`config.mk`:
```
export PLATFORM = sky130hd
export DESIGN_NAME = pb1_oci_trace_sched
export DESIGN_NICKNAME = d
export VERILOG_FILES = /design/src/rtl/pb1_oci_pkg.sv /design/src/rtl/pb1_oci_rr_arb2.sv /design/src/rtl/pb1_oci_trace_sched.sv
export SDC_FILE = /design/constraint.sdc
export NUM_CORES = 1
export LEC_CHECK = 0
export CAP_MARGIN = 10
export CORE_ASPECT_RATIO = 1.1
export CORE_UTILIZATION = 45
export CTS_BUF_LIST = sky130_fd_sc_hd__clkbuf_2 sky130_fd_sc_hd__clkbuf_4 sky130_fd_sc_hd__clkbuf_8
export CTS_CLUSTER_DIAMETER = 120
export DETAILED_ROUTE_END_ITERATION = 7
export PLACE_DENSITY = 0.82
export SLEW_MARGIN = 20
export SYNTH_ARGS = -nofsm -noshare
export SYNTH_HDL_FRONTEND = slang
export SYNTH_SLANG_ARGS = --single-unit
```
`constraint.sdc`:
```
create_clock -name clk -period 4.25 [get_ports clk]
set_clock_uncertainty 0.15 [all_clocks]
set_input_delay 0.425 -clock clk [delete_from_list [all_inputs] [get_ports clk]]
set_output_delay 0.425 -clock clk [all_outputs]
set_load 0.1 [all_outputs]
```
`src/rtl/pb1_oci_pkg.sv`:
```
`default_nettype none
// ============================================================================
//  Module      : pb1_oci_pkg
//  Description : Shared constants, state encoding and slot helper for the
//                OCI trace scheduler (DCT capture buffer geometry, source
//                tags, scheduler FSM states).
//  Revision    : 1.0 - initial release
// ============================================================================
package pb1_oci_pkg;

    // DCT capture buffer geometry: three 10-bit slots packed into 30 bits.
    localparam int DCT_SLOTS = 3;
    localparam int ATOM_W    = 9;
    localparam int SLOT_W    = 10;
    localparam int FRAME_W   = 36;

    // Source tag stored in slot bit 9; also used as the arbiter pointer value.
    localparam logic TAG_ITR = 1'b0;
    localparam logic TAG_DTR = 1'b1;

    // Scheduler state encoding.
    typedef logic [1:0] oci_state_t;
    localparam oci_state_t FILL = 2'd0;
    localparam oci_state_t EMIT = 2'd1;
    localparam oci_state_t DONE = 2'd2;

    // Build one buffer slot: {source tag, atom payload}.
    function automatic logic [SLOT_W-1:0] make_slot(input logic tag,
                                                    input logic [ATOM_W-1:0] atom);
        return {tag, atom};
    endfunction

endpackage
`default_nettype wire

```
`src/rtl/pb1_oci_rr_arb2.sv`:
```
`default_nettype none
// ============================================================================
//  Module      : pb1_oci_rr_arb2
//  Description : Two-requester round-robin arbiter with a registered pointer.
//                A lone requester always wins. Under contention the pointer's
//                owner wins and the pointer moves to the other requester.
//                With no grant the pointer holds.
//  Ports       : clk, reset_n      - clock, async active-low reset
//                i_en              - grants allowed this cycle
//                i_req_itr/i_req_dtr - requests
//                o_gnt_itr/o_gnt_dtr - one-hot (or zero) grants, combinational
//  Revision    : 1.0 - initial release
// ============================================================================
module pb1_oci_rr_arb2
    import pb1_oci_pkg::*;
(
    input  logic clk,
    input  logic reset_n,
    input  logic i_en,
    input  logic i_req_itr,
    input  logic i_req_dtr,
    output logic o_gnt_itr,
    output logic o_gnt_dtr
);

    logic r_ptr;
    logic w_both;

    assign w_both    = i_req_itr & i_req_dtr;
    assign o_gnt_itr = i_en & i_req_itr & (~i_req_dtr | (r_ptr == TAG_ITR));
    assign o_gnt_dtr = i_en & i_req_dtr & (~i_req_itr | (r_ptr == TAG_DTR));

    // Pointer only rotates when a contended grant is actually issued.
    always_ff @(posedge clk or negedge reset_n) begin
        if (!reset_n) begin
            r_ptr <= TAG_ITR;
        end else if (i_en && w_both) begin
            r_ptr <= ~r_ptr;
        end
    end

endmodule
`default_nettype wire

```
`src/rtl/pb1_oci_trace_sched.sv`:
```
`default_nettype none
// ============================================================================
//  Module      : pb1_oci_trace_sched
//  Description : Packs instruction/data trace atoms into the 3-slot DCT
//                capture buffer, emits full or timed-out partial frames to the
//                trace RAM writer over valid/ready, and sequences the
//                end-of-test flush.
//  Ports       : clk, reset_n               - clock, async active-low reset
//                itr_atom/valid/ready       - instruction trace source
//                dtr_atom/valid/ready       - data trace source
//                test_ending                - level request: flush and stop
//                frame_data/valid/ready     - frame output to trace RAM writer
//                dct_buffer, dct_count      - packing buffer observation
//                test_has_ended             - flush complete, block halted
//                frame_cnt                  - frames emitted (wrapping)
//  Revision    : 1.0 - initial release
// ============================================================================
module pb1_oci_trace_sched
    import pb1_oci_pkg::*;
#(
    parameter int FLUSH_TIMEOUT = 16,
    parameter int CNT_W         = 16
) (
    input  logic                 clk,
    input  logic                 reset_n,
    input  logic [ATOM_W-1:0]    itr_atom,
    input  logic                 itr_valid,
    output logic                 itr_ready,
    input  logic [ATOM_W-1:0]    dtr_atom,
    input  logic                 dtr_valid,
    output logic                 dtr_ready,
    input  logic                 test_ending,
    output logic [FRAME_W-1:0]   frame_data,
    output logic                 frame_valid,
    input  logic                 frame_ready,
    output logic [DCT_SLOTS*SLOT_W-1:0] dct_buffer,
    output logic [3:0]           dct_count,
    output logic                 test_has_ended,
    output logic [CNT_W-1:0]     frame_cnt
);

    localparam int c_IDLE_W = (FLUSH_TIMEOUT < 2) ? 1 : $clog2(FLUSH_TIMEOUT + 1);
    localparam logic [c_IDLE_W-1:0] c_IDLE_LAST = c_IDLE_W'(FLUSH_TIMEOUT - 1);
    localparam logic [c_IDLE_W-1:0] c_IDLE_ONE  = c_IDLE_W'(1);
    localparam logic [CNT_W-1:0]    c_CNT_ONE   = CNT_W'(1);
    localparam logic [3:0]          c_FULL      = 4'(DCT_SLOTS);

    oci_state_t                    r_state;
    logic [3:0]                    r_count;
    logic [DCT_SLOTS*SLOT_W-1:0]   r_buf;
    logic [c_IDLE_W-1:0]           r_idle;
    logic                          r_end_req;
    logic [CNT_W-1:0]              r_frame_cnt;

    logic                          w_arb_en;
    logic                          w_gnt_itr;
    logic                          w_gnt_dtr;
    logic                          w_accept;
    logic [SLOT_W-1:0]             w_slot;
    logic [3:0]                    w_count_acc;
    logic                          w_timeout;

    // reset_n gates the enable so the ready outputs drop the moment reset is
    // asserted, not only after the state register has been cleared.
    assign w_arb_en = reset_n & (r_state == FILL) & (r_count < c_FULL);

    pb1_oci_rr_arb2 u_arb (
        .clk       (clk),
        .reset_n   (reset_n),
        .i_en      (w_arb_en),
        .i_req_itr (itr_valid),
        .i_req_dtr (dtr_valid),
        .o_gnt_itr (w_gnt_itr),
        .o_gnt_dtr (w_gnt_dtr)
    );

    assign w_accept    = w_gnt_itr | w_gnt_dtr;
    assign w_slot      = w_gnt_dtr ? make_slot(TAG_DTR, dtr_atom)
                                   : make_slot(TAG_ITR, itr_atom);
    assign w_count_acc = r_count + {3'b000, w_accept};

    // Fires on the idle cycle that brings the counter up to FLUSH_TIMEOUT.
    assign w_timeout = (FLUSH_TIMEOUT != 0) && !w_accept && (r_count != 4'd0)
                       && (r_idle == c_IDLE_LAST);

    always_ff @(posedge clk or negedge reset_n) begin
        if (!reset_n) begin
            r_state     <= FILL;
            r_count     <= '0;
            r_buf       <= '0;
            r_idle      <= '0;
            r_end_req   <= 1'b0;
            r_frame_cnt <= '0;
        end else begin
            case (r_state)
                FILL: begin
                    if (w_accept) begin
                        case (r_count[1:0])
                            2'd0:    r_buf[SLOT_W-1:0]          <= w_slot;
                            2'd1:    r_buf[2*SLOT_W-1:SLOT_W]   <= w_slot;
                            2'd2:    r_buf[3*SLOT_W-1:2*SLOT_W] <= w_slot;
                            default: ;
                        endcase
                    end
                    r_count <= w_count_acc;
                    if (w_accept || (r_count == 4'd0)) begin
                        r_idle <= '0;
                    end else begin
                        r_idle <= r_idle + c_IDLE_ONE;
                    end
                    // An end request flushes whatever is buffered, including
                    // an atom accepted on the same edge.
                    if (test_ending) begin
                        if (w_count_acc != 4'd0) begin
                            r_state   <= EMIT;
                            r_end_req <= 1'b1;
                        end else begin
                            r_state <= DONE;
                        end
                    end else if ((w_count_acc == c_FULL) || w_timeout) begin
                        r_state <= EMIT;
                    end
                end
                EMIT: begin
                    if (test_ending) begin
                        r_end_req <= 1'b1;
                    end
                    if (frame_ready) begin
                        r_buf       <= '0;
                        r_count     <= '0;
                        r_idle      <= '0;
                        r_frame_cnt <= r_frame_cnt + c_CNT_ONE;
                        r_state     <= (r_end_req || test_ending) ? DONE : FILL;
                    end
                end
                DONE: ;
                default: r_state <= FILL;
            endcase
        end
    end

    assign itr_ready      = w_gnt_itr;
    assign dtr_ready      = w_gnt_dtr;
    assign frame_valid    = (r_state == EMIT);
    assign test_has_ended = (r_state == DONE);
    assign dct_buffer     = r_buf;
    assign dct_count      = r_count;
    assign frame_data     = {r_count, 2'b00, r_buf};
    assign frame_cnt      = r_frame_cnt;

endmodule
`default_nettype wire

```
==> flow_summary.toml, run 1 <==
[outcome]
status = "completed"

[logic_synthesis]
ys_async_sr_fraction_pct = 100
syn_area_um2 = 2990
ys_top_cells_by_area = "dfrtp_1 (49%), buf_4 (9.0%), nand2_1 (7.2%)"
syn_inst = 313
synth.most_common_cell = "dfrtp_1"
synth.avg_cell_area_um2 = 9.54
yosysTopAreaCell = "dfrtp_1"
synth_top_area_share_pct = 49.4
synth_edf_count = 0
synth_cell_type_count = 41
synth_commonest_cells = "dfrtp_1 (59), nand2_1 (57), buf_4 (36)"
ys_warn_count = 0
ys_ff_latch = 59
seq_area_frac_synth_pct = 49.4
dominantRegCellSynth = "dfrtp_1"

[timing]
fin_setup_tns_ns = 0
setup_viol = 0
clock.fmax_mhz = 338
rsz0062_at_grt = "no"
final_hold_viol_count = 0
tightestPinTransition_ns = 1.01
finalWorstPathRequiredPeriod_ns = 2.96
fin_crit_sh_pct = 69.6
maxSlewViolCount = 0
slew_headroom_pct = 32.3

[flow_run]
drv_cap = 0

[worst_setup_path]
end_kind = "output pin"
arrival_ns = 2.38
path_max_fanout = 10
startpoint_type = "flip-flop"
crit_type = "reg2out"
worstPathRequired_ns = 3.67
slowest_stage = "clkdlybuf4s50_1"
path_cells = "nand2b_1, inv_1, clkdlybuf4s50_1"
critical_path.max_stage_delay_ns = 1.13

[route]
routed.top_layer = "met4"
wl_um = 6930
met1Wirelength_um = 2840
route.detailed.drc = 0
drtAntennaViolNets = 0
drt_iter0_drc = 93
post_drt_wl_per_cell_um = 14.6
wl_met3_um = 291
dr_wl_met2_um = 3650
first_pass_iters = 5
vias_per_cell = 5.11
via_count = 2434

[clock_tree]
cts_tree = "yes"
cts.hold.buffers_added = 0
post_cts_resized = 0
cts.htree.levels = 3
clockBufferDepth = 2
numClockSinks = 59
post_cts_buffers = 0
cts_buffers = 9
clock_tree.root_cell = "clkbuf_8"
path_clk_slew_ns = 0.07
insertion_delay_ns = 0.33

[worst_hold_path]
worstHoldPathType = "in2async"

[place]
post-dp-hpwl_um = 5070
place.gp.congestion = 0.925
io_buffers = 111

[grt]
grt_max_degree = 60
overflow = 0
track_usage_pct = 21.2
antenna_found_initial = 0
grt_pass1_vias = 2265
grt_pass1_wl_um = 11000

[floorplanning]
die_area_um2 = 6970
core_area_um2 = 6310
start_util_pct = 47.4
rows = 30
dieWidth_um = 79.7
ioPinCount = 114
fp.dieH_um = 87.4

[cells_and_area]
final_nets = 420
drive_gt1_share_pct = 10.4
antenna_cells = 0
fin_util_pct = 65.1
syn_to_final_growth_pct = 37.5
-- worst max-delay path: cells and delay by family (launching register included) --
kind | cells | cell delay [ns]
buffers and inverters | 2 | 1.25
DFF | 1 | 0.43
and+or+nand+nor | 1 | 0.37
-- flip-flops by register name (all words and copies together) (netlist names) --
| register | count |
|---|---|
| dct_buffer | 30 |
| dct_count | 4 |
| frame_cnt | 16 |
| r_end_req | 1 |
| r_idle | 5 |
| r_state | 2 |
| u_arb.r_ptr | 1 |
-- final cells by class --
| type | count | area, µm² |
|---|---|---|
| Inverter | 8 | 35.0 |
| Timing Repair Buffer | 112 | 1110 |
| Clock buffer | 11 | 139 |
| Fill cell | 509 | 2200 |
| Multi-Input combinational cell | 201 | 1170 |
| Sequential cell | 59 | 1480 |
| Clock inverter | 5 | 77.6 |
| Tap cell | 80 | 100 |
-- cell usage in the layout (no fill, tap or decap), types with 4 or more instances in the layout --
cell | Yosys | layout
ha_1 | 5 | 5
a21oi_2 | 9 | 9
nor2_1 | 20 | 20
xor2_1 | 4 | 4
nand3_1 | 9 | 9
nand2b_1 | 5 | 5
dfrtp_1 | 59 | 59
nand4_1 | 4 | 4
clkbuf_8 | 0 | 9
clkdlybuf4s50_1 | 0 | 108
xnor2_1 | 13 | 13
inv_1 | 7 | 7
o21ai_1 | 27 | 27
o21ai_0 | 14 | 14
nand2_1 | 57 | 57
-- per-stage QoR --
step                      setup slack (ns)  cell area, µm²  hold WS (ns)  cells
final                                 1.29            4110         0.113    476
after CTS                             1.27            4110         0.134    476
after detailed placement              1.35            3890         0.314    460
after floorplan                      0.517            2990       -0.0206    314
after global routing                  1.22            4110         0.183    476
after global placement                1.46            3890         0.296    460
-- kinds of logic after synthesis --
logic type                 count (synthesis)  synth area share, %
DFF                                       59                 49.4
and+or+nand+nor                          112                 17.7
adders and majority gates                  5                 2.09
other                                      1                0.126
buffers and inverters                     54                 12.1
xor gates and xnor gates                  17                 4.99
muxes                                      1                0.377
AOI/OAI and AO/OA                         64                 13.2
-- final timing paths --
kind                                                from                   endpoint  slack, ns  depth (start not counted)
max in group asynchronous                        reset_n  frame_cnt[12]$_DFFE_PN0P_       3.35                          2
worst min-delay path                             reset_n  dct_buffer[7]$_DFFE_PN0P_       0.11                          2
worst max register to register  dct_count[3]$_DFFE_PN0P_     r_state[0]$_DFFE_PN0P_       1.45                          9
worst max-delay path              r_state[1]$_DFFE_PN0P_                frame_valid       1.29                          3
min in group clk                   r_end_req$_DFFE_PN0P_      r_end_req$_DFFE_PN0P_       0.32                          1
worst min register to register     r_end_req$_DFFE_PN0P_      r_end_req$_DFFE_PN0P_       0.32                          1
-- layer usage --
metal  global-route usage (%)  vias to the layer above
met3                     4.29                       13
met2                     36.2                       69
li1                         -                     1173
met5                        0                        -
met4                     10.6                        0
met1                     25.2                     1179
Power of run 1 is left out: the tool's default activity adds up to more than one toggle a clock period on the data nets, which glitch-free logic cannot reach.
==> inputs of run 2 (changes only) <==
==> constraint.sdc (replaced) <==
create_clock -name clk -period 2.8 [get_ports clk]
set_clock_uncertainty 0.15 [all_clocks]
set_input_delay 0.28 -clock clk [delete_from_list [all_inputs] [get_ports clk]]
set_output_delay 0.28 -clock clk [all_outputs]
set_load 0.1 [all_outputs]
==> flow_summary.toml, run 2 (synthesized netlist as in run 1, its figures left out) <==
[clock_tree]
post_cts_buffers = 0
cts.hold.buffers_added = 0
clockBufferDepth = 2
post_cts_resized = 0
insertion_delay_ns = 0.33
cts.htree.levels = 3
path_clk_slew_ns = 0.07
clock_tree.root_cell = "clkbuf_8"
numClockSinks = 59
cts_tree = "yes"
cts_buffers = 9

[grt]
track_usage_pct = 20.0
grt_max_degree = 60
grt_pass1_wl_um = 10600
overflow = 0
antenna_found_initial = 0
grt_pass1_vias = 2251

[cells_and_area]
antenna_cells = 0
drive_gt1_share_pct = 34.7
final_nets = 423
final_cell_mix = "buf_4 (90), nand2_1 (57), dfrtp_1 (55), o21ai_1 (27), clkdlybuf4s50_1 (22)"
syn_to_final_growth_pct = 32.4
final_common_cell = "buf_4"
largest_reg_flops = 30

[worst_setup_path]
crit_type = "reg2reg"
path_cells = "or3b_4, nor4_2, ha_2, ha_2, and2_1, a21oi_1, o22ai_2, a31oi_1, o32ai_1"
slowest_stage = "dfrtp_4"
arrival_ns = 2.77
path_delay_family = "simple AND/OR/NAND/NOR gates"
path_buf_inv = 0
end_kind = "flip-flop"
path_max_fanout = 8
worstPathRequired_ns = 2.87
crit_top_cell = "ha_2"
critical_path.max_stage_delay_ns = 0.52
startpoint_type = "flip-flop"

[timing]
final_hold_viol_count = 59
maxSlewViolCount = 0
setup_viol = 0
tightestPinTransition_ns = 0.961
fin_crit_sh_pct = 96.3
slew_headroom_pct = 35.7
finalWorstPathRequiredPeriod_ns = 2.70
whs_ns = -0.0186
fin_setup_tns_ns = 0
fin_ws_ns = 0.103
clock.fmax_mhz = 371
rsz0062_at_grt = "no"

[floorplanning]
ioPinCount = 114
fp.dieH_um = 87.4
start_util_pct = 47.4
rows = 30
die_area_um2 = 6970
core_area_um2 = 6310
dieWidth_um = 79.7

[flow_run]
drv_cap = 0

[route]
post_drt_wl_per_cell_um = 14.1
vias_per_cell = 5.03
first_pass_iters = 4
wl_um = 6760
drt_iter0_drc = 93
drtAntennaViolNets = 0
route.detailed.drc = 0
via_count = 2403

[worst_hold_path]
worstHoldPathType = "in2async"

[place]
pre_cts_slack_ns = 0.0384
place.gp.congestion = 0.777
post-dp-hpwl_um = 4920
io_buffers = 111

[outcome]
violations = "negative hold slack"
status = "finished, violations left"
==> run 2: changes by cell type in the layout (fill, tap and decap cells not counted), moves of 2 or more <==
cell	before	now
buf_12	0	2
dfrtp_1	59	55
clkbuf_8	9	11
buf_4	3	90
ha_1	5	3
dfrtp_2	0	3
ha_2	0	2
clkdlybuf4s50_1	108	22
==> run 2: worst paths after layout <==
path | endpoint | slack [ns] | depth (start not counted) | start
max in group asynchronous | dct_count[3]$_DFFE_PN0P_ | 1.97 | 2 | reset_n
hold reg to reg | r_end_req$_DFFE_PN0P_ | 0.32 | 1 | r_end_req$_DFFE_PN0P_
min in group clk | r_end_req$_DFFE_PN0P_ | 0.32 | 1 | r_end_req$_DFFE_PN0P_
setup reg to reg | r_state[0]$_DFFE_PN0P_ | 0.10 | 9 | dct_count[3]$_DFFE_PN0P_
hold / removal | frame_cnt[8]$_DFFE_PN0P_ | -0.02 | 2 | reset_n
setup / recovery | r_state[0]$_DFFE_PN0P_ | 0.10 | 9 | dct_count[3]$_DFFE_PN0P_
==> run 2: layout make-up <==
class	count	area, µm²
fill	519	2350
sequential	59	1480
multi-input combinational	201	1190
timing repair buffer	115	941
clock buffer	13	166
tap	80	100
clock inverter	2	35.0
inverter	8	35.0
==> run 2: per-stage QoR <==
stage / instances / cell area, µm² / util [%] / hold slack (ns)
2_1_floorplan: 314 / 3000 / - / -0.166
3_3_place_gp: 463 / 3730 / 59.2 / 0.299
3_5_place_dp: 463 / 3730 / 59.2 / 0.310
4_1_cts: 478 / 3940 / 62.4 / 0.00615
5_1_grt: 478 / 3950 / 62.7 / 0.0411
6_report: 478 / 3950 / 62.7 / -0.0186
==> run 2: routing by layer <==
metal	vias to the layer above	track usage, %	wire, µm
met5	-	0	0
met4	0	7.60	110
met3	9	5.65	335
met2	62	32.6	3410
met1	1156	25.0	2900
li1	1176	-	-
Power of run 2 is left out for the same reason.
==> inputs of run 3 (changes only) <==
--- a/config.mk
+++ b/config.mk
@@ -12,7 +12,8 @@
 export CTS_CLUSTER_DIAMETER = 120
 export DETAILED_ROUTE_END_ITERATION = 7
 export PLACE_DENSITY = 0.82
-export SLEW_MARGIN = 20
+export SETUP_SLACK_MARGIN = 0.05
+export SLEW_MARGIN = 40
 export SYNTH_ARGS = -nofsm -noshare
 export SYNTH_HDL_FRONTEND = slang
 export SYNTH_SLANG_ARGS = --single-unit
==> flow_summary.toml, run 3 (synthesized netlist as in run 1, its figures left out) <==
[worst_setup_path]
regToRegSetupSlack_ns = 0.25
slowest_stage = "dlygate4sd3_1"
critical_path.max_stage_delay_ns = 0.54
path_max_fanout = 5
r2r_cells = 9
crit_type = "in2reg"
regToRegStartpoint = "dct_count[2]$_DFFE_PN0P_"
startpoint_type = "input port"
end_kind = "flip-flop"
arrival_ns = 2.69
path_cells = "dlygate4sd3_1, buf_2, or3b_4, nor4_4, ha_2, ha_4, and2_1, a21oi_1, o22ai_2, nand3b_1, a31o_2"
r2r-end = "r_end_req$_DFFE_PN0P_"
worstPathRequired_ns = 2.86

[flow_run]
drv_cap = 0

[place]
io_buffers = 111
post-dp-hpwl_um = 4810
place.gp.congestion = 0.871

[route]
wl_um = 6900
vias_per_cell = 5.05
route.detailed.drc = 0
drtAntennaViolNets = 0
via_count = 2427
drt_iter0_drc = 73
post_drt_wl_per_cell_um = 14.3
first_pass_iters = 4

[grt]
antenna_found_initial = 0
grt_pass1_vias = 2202
track_usage_pct = 19.8
grt_max_degree = 60
overflow = 0
grt_pass1_wl_um = 10400

[cells_and_area]
largest_reg_flops = 30
multiInputGateArea_um2 = 1230
drive_gt1_share_pct = 35.4
syn_to_final_growth_pct = 35.0
antenna_cells = 0
fillers = 520
final_common_cell = "buf_4"
final_cell_mix = "buf_4 (92), nand2_1 (57), dfrtp_1 (55), o21ai_1 (27), clkdlybuf4s50_1 (22)"
regArea_um2 = 1490
final_nets = 427

[floorplanning]
start_util_pct = 47.4
die_area_um2 = 6970
rows = 30
core_area_um2 = 6310
fp.dieH_um = 87.4
dieWidth_um = 79.7
ioPinCount = 114

[worst_hold_path]
holdPathEnd = "r_end_req$_DFFE_PN0P_"
worstHoldPathType = "reg2reg"
holdPathStages = 1
min_from = "r_end_req$_DFFE_PN0P_"

[timing]
fin_setup_tns_ns = 0
clock.fmax_mhz = 381
whs_ns = 0.310
setup_viol = 0
tightestPinTransition_ns = 0.570
finalWorstPathRequiredPeriod_ns = 2.63
final_hold_viol_count = 0
maxSlewViolCount = 0
slew_headroom_pct = 62.0
fin_crit_sh_pct = 93.8
rsz0062_at_grt = "no"

[clock_tree]
path_clk_slew_ns = 0.06
insertion_delay_ns = 0.33
cts.htree.levels = 3
clock_tree.root_cell = "clkbuf_8"
cts_buffers = 9
cts_tree = "yes"
clockBufferDepth = 2
numClockSinks = 59

[outcome]
status = "completed"
## run 3: how the worst max path moves through the flow
stage	from	slack (ns)	to
after floorplan	dct_count[2]$_DFFE_PN0P_	0.08	itr_ready
after global placement	itr_valid	0.19	r_end_req$_DFFE_PN0P_
after detailed placement	itr_valid	0.09	r_state[0]$_DFFE_PN0P_
after CTS	reset_n	0.07	r_state[0]$_DFFE_PN0P_
after global routing	reset_n	0.09	r_state[1]$_DFFE_PN0P_
final	reset_n	0.17	r_end_req$_DFFE_PN0P_
## run 3: area by class of cell
type                            instances  share of cell area (%)
Sequential cell                        59                    36.9
Multi-Input combinational cell        201                    30.6
Timing Repair Buffer                  119                    24.2
Clock buffer                           12                    4.10
Tap cell                               80                    2.48
Clock inverter                          2                   0.869
Inverter                                8                   0.869
## run 3: critical path, delay by kind of cell
family	cells	cell delay [ns]
AO/OA/AOI/OAI	3	0.50
adder cells (fa/ha/maj)	2	0.42
buffers and inverters	2	0.67
AND/OR/NAND/NOR	4	0.81
## run 3: stage by stage
step           util (%)  cells  area, µm²  worst slack, ns
3_3_place_gp       59.7    465       3760            0.192
2_1_floorplan         -    314       3020           0.0795
4_1_cts            63.2    480       3980           0.0709
3_5_place_dp       59.8    465       3770           0.0897
6_report           63.9    481       4030            0.173
5_1_grt            63.9    481       4030           0.0891
## run 3: routing by layer
layer	global-route usage, %	up-vias	routed length (µm)
met5	0	-	0
met4	10.6	0	133
met3	3.25	14	296
met2	32.5	81	3530
met1	25.0	1149	2940
li1	-	1183	-
## run 3: timing repair
item                                    CTS  global route
endpoints found under the setup margin    0             3
hold endpoints to repair                  9             0
setup buffers                             0             1
hold buffers                              1             0
resized for setup                         0             5
Power of run 3 is left out for the same reason.
